--- config.mk ---
export PLATFORM = sky130hd
export DESIGN_NAME = id_ex_issue_stage_flat
export DESIGN_NICKNAME = d
export VERILOG_FILES = /design/src/rtl/id_ex_if.sv /design/src/rtl/id_ex_issue_stage.sv /design/src/flat_wrapper.sv
export SDC_FILE = /design/constraint.sdc
export NUM_CORES = 1
export LEC_CHECK = 0
export ABC_AREA = 1
export CORE_MARGIN = 2
export CORE_UTILIZATION = 25
export CTS_BUF_LIST = sky130_fd_sc_hd__clkbuf_4
export DETAILED_ROUTE_END_ITERATION = 6
export SLEW_MARGIN = 20
export SYNTH_ARGS = -nofsm -noshare
export SYNTH_HDL_FRONTEND = slang
export SYNTH_SLANG_ARGS = --single-unit
--- constraint.sdc ---
create_clock -name clk -period 1.6 [get_ports clk]
set_clock_uncertainty 0.1 [all_clocks]
set_input_delay 0.32 -clock clk [delete_from_list [all_inputs] [get_ports clk]]
set_output_delay 0.32 -clock clk [all_outputs]
set_load 0.03 [all_outputs]
--- src/rtl/id_ex_if.sv ---
// ID/EX issue-stage signal bundle: ID-side request, EX-side registered controls and redirect.
// The stage itself uses the slave modport; the upstream/downstream environment uses master.
interface id_ex_if;
    logic        id_valid;
    logic        id_ready;
    logic [31:0] id_instr;
    logic [31:0] id_pc4;
    logic [31:0] id_rs_data;
    logic [31:0] id_rt_data;
    logic        ex_stall;
    logic        flush;
    logic        alu_zero;
    logic        ex_valid;
    logic [31:0] ex_entr1;
    logic [31:0] ex_entr2;
    logic [3:0]  ex_alu_ctrl;
    logic [4:0]  ex_rd;
    logic        ex_reg_write;
    logic        ex_mem_read;
    logic        ex_mem_write;
    logic        ex_is_branch;
    logic        branch_taken;
    logic [31:0] branch_pc;
    logic        illegal;

    modport slave (
        input  id_valid, id_instr, id_pc4, id_rs_data, id_rt_data, ex_stall, flush, alu_zero,
        output id_ready, ex_valid, ex_entr1, ex_entr2, ex_alu_ctrl, ex_rd, ex_reg_write,
               ex_mem_read, ex_mem_write, ex_is_branch, branch_taken, branch_pc, illegal
    );

    modport master (
        output id_valid, id_instr, id_pc4, id_rs_data, id_rt_data, ex_stall, flush, alu_zero,
        input  id_ready, ex_valid, ex_entr1, ex_entr2, ex_alu_ctrl, ex_rd, ex_reg_write,
               ex_mem_read, ex_mem_write, ex_is_branch, branch_taken, branch_pc, illegal
    );
endinterface

--- src/rtl/id_ex_issue_stage.sv ---
// ID/EX stage: decodes instructions into ALU controls/operands, registers them for EX and
// resolves beq/bne/bgez from the EX zero flag with a one-cycle redirect and wrong-path squash.
module id_ex_issue_stage #(
    parameter int unsigned DATA_W       = 32,
    parameter bit          ILLEGAL_TRAP = 1'b1
) (
    input logic    clk,
    input logic    rst_n,
    id_ex_if.slave bus
);

    typedef enum logic [3:0] {
        AluAdd  = 4'b0000,
        AluSub  = 4'b0001,
        AluAnd  = 4'b0010,
        AluNor  = 4'b0011,
        AluOr   = 4'b0100,
        AluSlt  = 4'b0101,
        AluBeq  = 4'b0110,
        AluBne  = 4'b0111,
        AluBgez = 4'b1111
    } alu_op_e;

    logic [31:0]       instr;
    logic [5:0]        op;
    logic [5:0]        funct;
    logic [4:0]        rt_f;
    logic [4:0]        rd_f;
    logic [15:0]       imm;
    logic [DATA_W-1:0] imm_sext;
    logic [DATA_W-1:0] imm_zext;
    logic              unused_instr_bits;

    assign instr             = bus.id_instr;
    assign op                = instr[31:26];
    assign rt_f              = instr[20:16];
    assign rd_f              = instr[15:11];
    assign funct             = instr[5:0];
    assign imm               = instr[15:0];
    assign imm_sext          = {{(DATA_W-16){imm[15]}}, imm};
    assign imm_zext          = {{(DATA_W-16){1'b0}}, imm};
    assign unused_instr_bits = ^{instr[25:21], instr[10:6]};

    logic              dec_legal;
    alu_op_e           dec_ctrl;
    logic [DATA_W-1:0] dec_entr2;
    logic [4:0]        dec_rd;
    logic              dec_reg_write;
    logic              dec_mem_read;
    logic              dec_mem_write;
    logic              dec_branch;

    always_comb begin
        dec_legal     = 1'b1;
        dec_ctrl      = AluAdd;
        dec_entr2     = bus.id_rt_data;
        dec_rd        = 5'd0;
        dec_reg_write = 1'b0;
        dec_mem_read  = 1'b0;
        dec_mem_write = 1'b0;
        dec_branch    = 1'b0;
        unique case (op)
            6'b000000: begin
                dec_rd        = rd_f;
                dec_reg_write = 1'b1;
                unique case (funct)
                    6'b100000: dec_ctrl = AluAdd;
                    6'b100010: dec_ctrl = AluSub;
                    6'b100100: dec_ctrl = AluAnd;
                    6'b100101: dec_ctrl = AluOr;
                    6'b100111: dec_ctrl = AluNor;
                    6'b101010: dec_ctrl = AluSlt;
                    default:   dec_legal = 1'b0;
                endcase
            end
            6'b001000: begin
                dec_entr2     = imm_sext;
                dec_rd        = rt_f;
                dec_reg_write = 1'b1;
            end
            6'b001010: begin
                dec_ctrl      = AluSlt;
                dec_entr2     = imm_sext;
                dec_rd        = rt_f;
                dec_reg_write = 1'b1;
            end
            6'b001100: begin
                dec_ctrl      = AluAnd;
                dec_entr2     = imm_zext;
                dec_rd        = rt_f;
                dec_reg_write = 1'b1;
            end
            6'b001101: begin
                dec_ctrl      = AluOr;
                dec_entr2     = imm_zext;
                dec_rd        = rt_f;
                dec_reg_write = 1'b1;
            end
            6'b100011: begin
                dec_entr2     = imm_sext;
                dec_rd        = rt_f;
                dec_reg_write = 1'b1;
                dec_mem_read  = 1'b1;
            end
            6'b101011: begin
                dec_entr2     = imm_sext;
                dec_mem_write = 1'b1;
            end
            6'b000100: begin
                dec_ctrl   = AluBeq;
                dec_branch = 1'b1;
            end
            6'b000101: begin
                dec_ctrl   = AluBne;
                dec_branch = 1'b1;
            end
            6'b000001: begin
                dec_ctrl   = AluBgez;
                dec_entr2  = '0;
                dec_branch = 1'b1;
                dec_legal  = (rt_f == 5'b00001);
            end
            default: dec_legal = 1'b0;
        endcase
    end

    logic              ex_valid_q, ex_valid_d;
    logic [DATA_W-1:0] entr1_q, entr1_d;
    logic [DATA_W-1:0] entr2_q, entr2_d;
    alu_op_e           ctrl_q, ctrl_d;
    logic [4:0]        rd_q, rd_d;
    logic              reg_write_q, reg_write_d;
    logic              mem_read_q, mem_read_d;
    logic              mem_write_q, mem_write_d;
    logic              is_branch_q, is_branch_d;
    logic [DATA_W-1:0] target_q, target_d;
    logic              taken_q, taken_d;
    logic [DATA_W-1:0] branch_pc_q, branch_pc_d;
    logic              illegal_q, illegal_d;
    logic              taken;

    // Resolution uses the zero flag of the branch currently sitting in EX.
    assign taken = ex_valid_q && is_branch_q && bus.alu_zero;

    always_comb begin
        ex_valid_d  = ex_valid_q;
        entr1_d     = entr1_q;
        entr2_d     = entr2_q;
        ctrl_d      = ctrl_q;
        rd_d        = rd_q;
        reg_write_d = reg_write_q;
        mem_read_d  = mem_read_q;
        mem_write_d = mem_write_q;
        is_branch_d = is_branch_q;
        target_d    = target_q;
        taken_d     = 1'b0;
        branch_pc_d = branch_pc_q;
        illegal_d   = 1'b0;
        if (bus.flush || !bus.ex_stall) begin
            ex_valid_d  = 1'b0;
            entr1_d     = '0;
            entr2_d     = '0;
            ctrl_d      = AluAdd;
            rd_d        = 5'd0;
            reg_write_d = 1'b0;
            mem_read_d  = 1'b0;
            mem_write_d = 1'b0;
            is_branch_d = 1'b0;
        end
        if (!bus.flush && !bus.ex_stall) begin
            taken_d = taken;
            if (taken) begin
                branch_pc_d = target_q;
            end
            illegal_d = ILLEGAL_TRAP && bus.id_valid && !dec_legal && !taken;
            if (bus.id_valid && dec_legal && !taken) begin
                ex_valid_d  = 1'b1;
                entr1_d     = bus.id_rs_data;
                entr2_d     = dec_entr2;
                ctrl_d      = dec_ctrl;
                rd_d        = dec_rd;
                reg_write_d = dec_reg_write;
                mem_read_d  = dec_mem_read;
                mem_write_d = dec_mem_write;
                is_branch_d = dec_branch;
                target_d    = bus.id_pc4 + {imm_sext[DATA_W-3:0], 2'b00};
            end
        end
    end

    always_ff @(posedge clk or negedge rst_n) begin
        if (!rst_n) begin
            ex_valid_q  <= 1'b0;
            entr1_q     <= '0;
            entr2_q     <= '0;
            ctrl_q      <= AluAdd;
            rd_q        <= 5'd0;
            reg_write_q <= 1'b0;
            mem_read_q  <= 1'b0;
            mem_write_q <= 1'b0;
            is_branch_q <= 1'b0;
            target_q    <= '0;
            taken_q     <= 1'b0;
            branch_pc_q <= '0;
            illegal_q   <= 1'b0;
        end else begin
            ex_valid_q  <= ex_valid_d;
            entr1_q     <= entr1_d;
            entr2_q     <= entr2_d;
            ctrl_q      <= ctrl_d;
            rd_q        <= rd_d;
            reg_write_q <= reg_write_d;
            mem_read_q  <= mem_read_d;
            mem_write_q <= mem_write_d;
            is_branch_q <= is_branch_d;
            target_q    <= target_d;
            taken_q     <= taken_d;
            branch_pc_q <= branch_pc_d;
            illegal_q   <= illegal_d;
        end
    end

    assign bus.id_ready     = rst_n && !bus.ex_stall;
    assign bus.ex_valid     = ex_valid_q;
    assign bus.ex_entr1     = entr1_q;
    assign bus.ex_entr2     = entr2_q;
    assign bus.ex_alu_ctrl  = ctrl_q;
    assign bus.ex_rd        = rd_q;
    assign bus.ex_reg_write = reg_write_q;
    assign bus.ex_mem_read  = mem_read_q;
    assign bus.ex_mem_write = mem_write_q;
    assign bus.ex_is_branch = is_branch_q;
    assign bus.branch_taken = taken_q;
    assign bus.branch_pc    = branch_pc_q;
    assign bus.illegal      = illegal_q;

endmodule

--- src/flat_wrapper.sv ---
// flat-port wrapper written by rule: the top's interface ports become plain ports
module id_ex_issue_stage_flat 
#(
    parameter int unsigned DATA_W       = 32,
    parameter bit          ILLEGAL_TRAP = 1'b1
)
  (clk, rst_n, bus_id_valid, bus_id_instr, bus_id_pc4, bus_id_rs_data, bus_id_rt_data, bus_ex_stall, bus_flush, bus_alu_zero, bus_id_ready, bus_ex_valid, bus_ex_entr1, bus_ex_entr2, bus_ex_alu_ctrl, bus_ex_rd, bus_ex_reg_write, bus_ex_mem_read, bus_ex_mem_write, bus_ex_is_branch, bus_branch_taken, bus_branch_pc, bus_illegal);
  id_ex_if bus_i ();
  input logic clk;
  input logic rst_n;
  input wire logic [$bits(bus_i.id_valid)-1:0] bus_id_valid;
  input wire logic [$bits(bus_i.id_instr)-1:0] bus_id_instr;
  input wire logic [$bits(bus_i.id_pc4)-1:0] bus_id_pc4;
  input wire logic [$bits(bus_i.id_rs_data)-1:0] bus_id_rs_data;
  input wire logic [$bits(bus_i.id_rt_data)-1:0] bus_id_rt_data;
  input wire logic [$bits(bus_i.ex_stall)-1:0] bus_ex_stall;
  input wire logic [$bits(bus_i.flush)-1:0] bus_flush;
  input wire logic [$bits(bus_i.alu_zero)-1:0] bus_alu_zero;
  output wire logic [$bits(bus_i.id_ready)-1:0] bus_id_ready;
  output wire logic [$bits(bus_i.ex_valid)-1:0] bus_ex_valid;
  output wire logic [$bits(bus_i.ex_entr1)-1:0] bus_ex_entr1;
  output wire logic [$bits(bus_i.ex_entr2)-1:0] bus_ex_entr2;
  output wire logic [$bits(bus_i.ex_alu_ctrl)-1:0] bus_ex_alu_ctrl;
  output wire logic [$bits(bus_i.ex_rd)-1:0] bus_ex_rd;
  output wire logic [$bits(bus_i.ex_reg_write)-1:0] bus_ex_reg_write;
  output wire logic [$bits(bus_i.ex_mem_read)-1:0] bus_ex_mem_read;
  output wire logic [$bits(bus_i.ex_mem_write)-1:0] bus_ex_mem_write;
  output wire logic [$bits(bus_i.ex_is_branch)-1:0] bus_ex_is_branch;
  output wire logic [$bits(bus_i.branch_taken)-1:0] bus_branch_taken;
  output wire logic [$bits(bus_i.branch_pc)-1:0] bus_branch_pc;
  output wire logic [$bits(bus_i.illegal)-1:0] bus_illegal;
  assign bus_i.id_valid = bus_id_valid;
  assign bus_i.id_instr = bus_id_instr;
  assign bus_i.id_pc4 = bus_id_pc4;
  assign bus_i.id_rs_data = bus_id_rs_data;
  assign bus_i.id_rt_data = bus_id_rt_data;
  assign bus_i.ex_stall = bus_ex_stall;
  assign bus_i.flush = bus_flush;
  assign bus_i.alu_zero = bus_alu_zero;
  assign bus_id_ready = bus_i.id_ready;
  assign bus_ex_valid = bus_i.ex_valid;
  assign bus_ex_entr1 = bus_i.ex_entr1;
  assign bus_ex_entr2 = bus_i.ex_entr2;
  assign bus_ex_alu_ctrl = bus_i.ex_alu_ctrl;
  assign bus_ex_rd = bus_i.ex_rd;
  assign bus_ex_reg_write = bus_i.ex_reg_write;
  assign bus_ex_mem_read = bus_i.ex_mem_read;
  assign bus_ex_mem_write = bus_i.ex_mem_write;
  assign bus_ex_is_branch = bus_i.ex_is_branch;
  assign bus_branch_taken = bus_i.branch_taken;
  assign bus_branch_pc = bus_i.branch_pc;
  assign bus_illegal = bus_i.illegal;
  id_ex_issue_stage #(.DATA_W(DATA_W), .ILLEGAL_TRAP(ILLEGAL_TRAP)) u_core (.clk(clk), .rst_n(rst_n), .bus(bus_i));
endmodule
Word level (Yosys, flattened, before mapping)

Cells that the tools add are included.

Logic and storage cells: 92
Bits in registers: 144
Input port bits: 134

Mux-type cells: 39
Add/sub/neg operators: 1
Reductions and logical operators: 23
Equality and inequality tests: 16

Operator list:

| kind                                                             | count |
|---|---|
| 32-bit two-way mux                                               | 6 |
| 32-bit one-hot mux with 3 select lines                           | 1 |
| 6-bit == test (second input constant)                            | 8 |
| 32-bit adder                                                     | 1 |
| 4-bit one-hot mux with 7 select lines                            | 1 |
| 6-bit by 4-bit == test with 1-bit output (second input constant) | 4 |
| 1-bit two-way mux                                                | 22 |
| 5-bit two-way mux                                                | 3 |
| 3-bit one-hot mux with 5 select lines                            | 1 |
| 6-bit by 3-bit == test with 1-bit output (second input constant) | 2 |
| 4-bit two-way mux                                                | 3 |
| 6-bit OR reduction                                               | 2 |
| 5-bit one-hot mux with 2 select lines                            | 1 |
| 1-bit logical AND                                                | 8 |
| 8-bit OR reduction                                               | 1 |
| 6-bit by 1-bit == test with 1-bit output (second input constant) | 1 |
| 6-bit zero test                                                  | 1 |
| 5-bit by 1-bit == test with 1-bit output (second input constant) | 1 |
| 5-bit OR reduction                                               | 1 |
| 1-bit zero test                                                  | 4 |
| 2-bit AND reduction                                              | 2 |
| 4-bit OR reduction                                               | 1 |
| 1-bit one-hot mux with 3 select lines                            | 1 |
| 3-bit OR reduction                                               | 1 |
| 2 further kinds                                                  | 2 |

Longest topological paths before layout

Depth in word-level cells: 8
Mapped depth: 14
Depth with buffers taken out: 14

Worst setup path before layout

OpenSTA, ideal clock, no wires.

Kind: input to register
Start point: input bus_id_pc4[2]
End point: register u_core.target_q[18]
Stages: 13
Library setup time: 0.126 ns
Buffers on the path: 0
Arrival: 1.708 ns
Path slack: -0.334 ns
Cell sequence: ha_1 > inv_1 > fa_1 > inv_1 > nand3_1 > nand3_1 > nand2_1 > nand2_1 > nand3_1 > nand3_1 > nand2_1 > nand2_1 > o21ai_0

Word-level cells in the longest chain between the ends: 1

Ends and longest elaborated chain:

| item                 | line                     | source |
|---|---|---|
| start, declared      | flat_wrapper.sv:13       | `input wire logic [$bits(bus_i.id_pc4)-1:0] bus_id_pc4;` |
| 32-bit adder         | id_ex_issue_stage.sv:186 | `target_d = bus.id_pc4 + {imm_sext[DATA_W-3:0], 2'b00};` |
| end signal, assigned | id_ex_issue_stage.sv:216 | `target_q <= target_d;` |
| end, declared        | id_ex_issue_stage.sv:136 | `logic [DATA_W-1:0] target_q, target_d;` |

Every way passes these cells.
A chain may end at the register's enable or synchronous reset.

Worst setup path after layout

Start point: register u_core.is_branch_q (netlist: u_core.bus.ex_is_branch)
End point: output bus_ex_is_branch

RTL lines:

| item                   | line                     | source |
|---|---|---|
| start, declared        | id_ex_issue_stage.sv:135 | `logic is_branch_q, is_branch_d;` |
| start signal, assigned | id_ex_issue_stage.sv:215 | `is_branch_q <= is_branch_d;` |
| end, declared          | flat_wrapper.sv:28       | `output wire logic [$bits(bus_i.ex_is_branch)-1:0] bus_ex_is_branch;` |

No word-level cell between the ends.

==> results.sh <==
export IMPL_drive_above_1_share=0.304
export IMPL_h_tree_depth=4
export IMPL_r2r_end="u_core.bus.ex_entr1[18]"
export IMPL_clock_path_buffers=2
export IMPL_violations="setup timing"
export IMPL_initial_core_util=0.256
export IMPL_grt_pass1_vias=9015
export IMPL_firstDrtPassIters=4
export IMPL_crit_chain="buf_6 > buf_6"
export IMPL_grt_antenna_before_repair=2
export IMPL_hp_start="bus_id_instr[9]"
export IMPL_worst_setup_path_type="reg2out"
export IMPL_dp_hpwl_mm=24.4
export IMPL_overflow=0
export IMPL_powerDensity_mw_per_mm2=632
export IMPL_p_leak_nw=7.84
export IMPL_critical_path_arrival_ns=1.22
export IMPL_gp_congestion=0.910
export IMPL_die_area_sq_mm=0.0349
export IMPL_syn_avg_cell_area_sq_um=6.89
export IMPL_cts_sinks=144
export IMPL_synth_top_area_share=0.431
export IMPL_die_y_um=187
export IMPL_grt_max_degree=82
export IMPL_reg2reg_depth=8
export IMPL_status="finished with violations"
export IMPL_io_pins=247
export IMPL_seq_area_frac_synth=0.431
export IMPL_cp_max_fo=2
export IMPL_finalMaxSlewViolations=0
export IMPL_rsz0062_at_grt="yes"
export IMPL_peakVddDrop_mv=0.357
export IMPL_cp_required_ns=1.18
export IMPL_final_nets=1813
export IMPL_die_w_um=187
export IMPL_synth_nets=1378
export IMPL_critPathLaunchType="register"
export IMPL_area_growth_pct=73.7
export IMPL_ys_types=28
export IMPL_crit_path_max_incr_delay_ns=0.43
export IMPL_rows=66
export IMPL_ys_warn_count=0
export IMPL_whs_path_depth=5
export IMPL_root_buffer="clkbuf_4"
export IMPL_hp_class="in2reg"
export IMPL_detail_route_antenna_nets=0
export IMPL_synth_area_sq_mm=0.00836
export IMPL_final_util=0.444
export IMPL_cts_buffers_inserted=17
export IMPL_synthTopCellsByArea="dfrtp_1 (43%), nand2_1 (26%), inv_1 (6.5%)"
export IMPL_hold_end="u_core.bus.ex_entr2[9]"
export IMPL_r2r_start="u_core.bus.ex_valid"
export IMPL_synth_largest_area_cell="dfrtp_1"
export IMPL_num_vias=9182
export IMPL_core_sq_mm=0.0327
export IMPL_clock_fmax_mhz=611
export IMPL_clkTransAtPathRegs_ns=0.13
export IMPL_ys_ff_latch=144
export IMPL_path_buf_inv=2
export IMPL_tightest_slew_ns=0.490
export IMPL_clock_latency_ns=0.58
export IMPL_cts_tree="yes"
export IMPL_totalWireLength_mm=32.5
export IMPL_setup_slack_ns=-0.0363
export IMPL_cp_top_family="flip-flops"
export IMPL_layout_commonest_cell="nand2_1"
export IMPL_numPortBuffers=241
export IMPL_fin_crit_ns=1.64
export IMPL_relSlewSlack=0.673
export IMPL_r2r_setup_slack_ns=0.02
export IMPL_drc=0
export IMPL_final_setup_viol_count=3
export IMPL_grt_pass1_wl_mm=50.3
export IMPL_cpMostUsedCell="buf_6"
export IMPL_pre_cts_ws_ns=-1.05
export IMPL_grt_total_usage=0.184
export IMPL_synthCells=1214
export IMPL_hold_violations=0
export IMPL_endpoint_kind="primary output"
export IMPL_layout_common_cells="nand2_1 (541), buf_4 (183), dfrtp_1 (142)"
export IMPL_detail_route_vias_per_cell=4.36
export IMPL_finalCritPeriodShare=1.02
export IMPL_drt_initial_drc_count=444
export IMPL_cp_slowest_cell="dfrtp_2"
export IMPL_cap_violations=0
export IMPL_wire_per_inst_um=15.5
==> cells in the mapped netlist, drive strengths merged <==
library cell  count
a21o              1
a21oi            19
and2              6
buf              16
clkbuf           20
clkinv            2
dfrtp           144
fa                1
ha               29
inv             148
nand2           575
nand3            85
nand3b            3
nand4            11
nor2             61
nor3              6
o21ai            70
o21bai            1
o22ai             2
xnor2             2
xor2             12
==> power breakdown <==
| group | internal, mW | switching [mW] |
|---|---|---|
| clock network | 1.25 | 1.39 |
| logic | 1.17 | 1.35 |
| registers | 3.90 | 0.123 |
| total | 6.32 | 2.86 |
==> state kept, by name (all words and copies together) (netlist names), 4 cells and up <==
| register | count |
|---|---|
| u_core.bus.branch_pc | 32 |
| u_core.bus.ex_alu_ctrl | 4 |
| u_core.bus.ex_entr1 | 32 |
| u_core.bus.ex_entr2 | 32 |
| u_core.bus.ex_rd | 5 |
| u_core.target_q | 32 |
==> worst min-delay path, cell delays in order <==
cell	delay (ns)
clkbuf_2	0.15
o21ai_0	0.14
nand2_1	0.07
nand2_1	0.05
nand2_1	0.04
==> cells by family after synthesis <==
logic type	Yosys count	synth area share
DFF	144	0.431
AOI/OAI and AO/OA	93	0.0565
adders and majority gates	30	0.0458
buffers and inverters	186	0.0921
xor gates and xnor gates	14	0.0147
and+or+nand+nor	747	0.360
==> how the worst max path moves through the flow <==
stage / from / end / slack (ns) / cells after the start
after CTS: u_core.bus.ex_is_branch / bus_ex_is_branch / -0.09 / 2
final: u_core.bus.ex_is_branch / bus_ex_is_branch / -0.04 / 2
after detailed placement: bus_id_instr[2] / u_core.bus.ex_entr2[26] / -1.05 / 13
after global routing: u_core.bus.ex_is_branch / bus_ex_is_branch / -0.13 / 2
after floorplan: bus_id_instr[0] / u_core.target_q[18] / -0.15 / 13
after global placement: bus_id_instr[2] / u_core.bus.ex_entr1[3] / -1.07 / 13
==> per-stage QoR <==
step                      setup TNS [ns]  hold WS (ns)  total power [mW]  std cells  cell area [sq um]
after detailed placement         -114.83         0.249              6.37       2001              12900
after global placement           -116.35         0.250              6.37       2001              12900
after CTS                          -1.20         0.102              9.21       2070              13900
after floorplan                   -0.919       -0.0756              5.14       1214               8580
after global routing               -5.62        0.0995              9.74       2105              14500
final                            -0.0747         0.131              9.18       2106              14500
==> timing repair <==
action,CTS,global route
resized for setup,622,123
pin swaps,33,25
setup buffers,32,34
hold buffers,1,0
endpoints found under the hold margin,144,0
setup endpoints to repair,218,225
cloned,4,1
==> metal layers <==
metal / global-route usage / vias up / share of wire
met1: 0.238 / 4280 / 0.44
li1: - / 4616 / -
met3: 0.0388 / 27 / 0.053
met5: 0 / - / 0
met4: 0.0421 / 0 / 0.016
met2: 0.316 / 259 / 0.49
==> final cells by class <==
class / count / area [sq um]
Timing Repair Buffer: 452 / 4750
Multi-Input combinational cell: 884 / 4740
Clock inverter: 13 / 168
Tap cell: 442 / 553
Fill cell: 3296 / 18200
Antenna cell: 2 / 5.00
Sequential cell: 144 / 3610
Inverter: 150 / 564
Clock buffer: 19 / 143
Note: power is estimated with default switching activity, not from simulation.
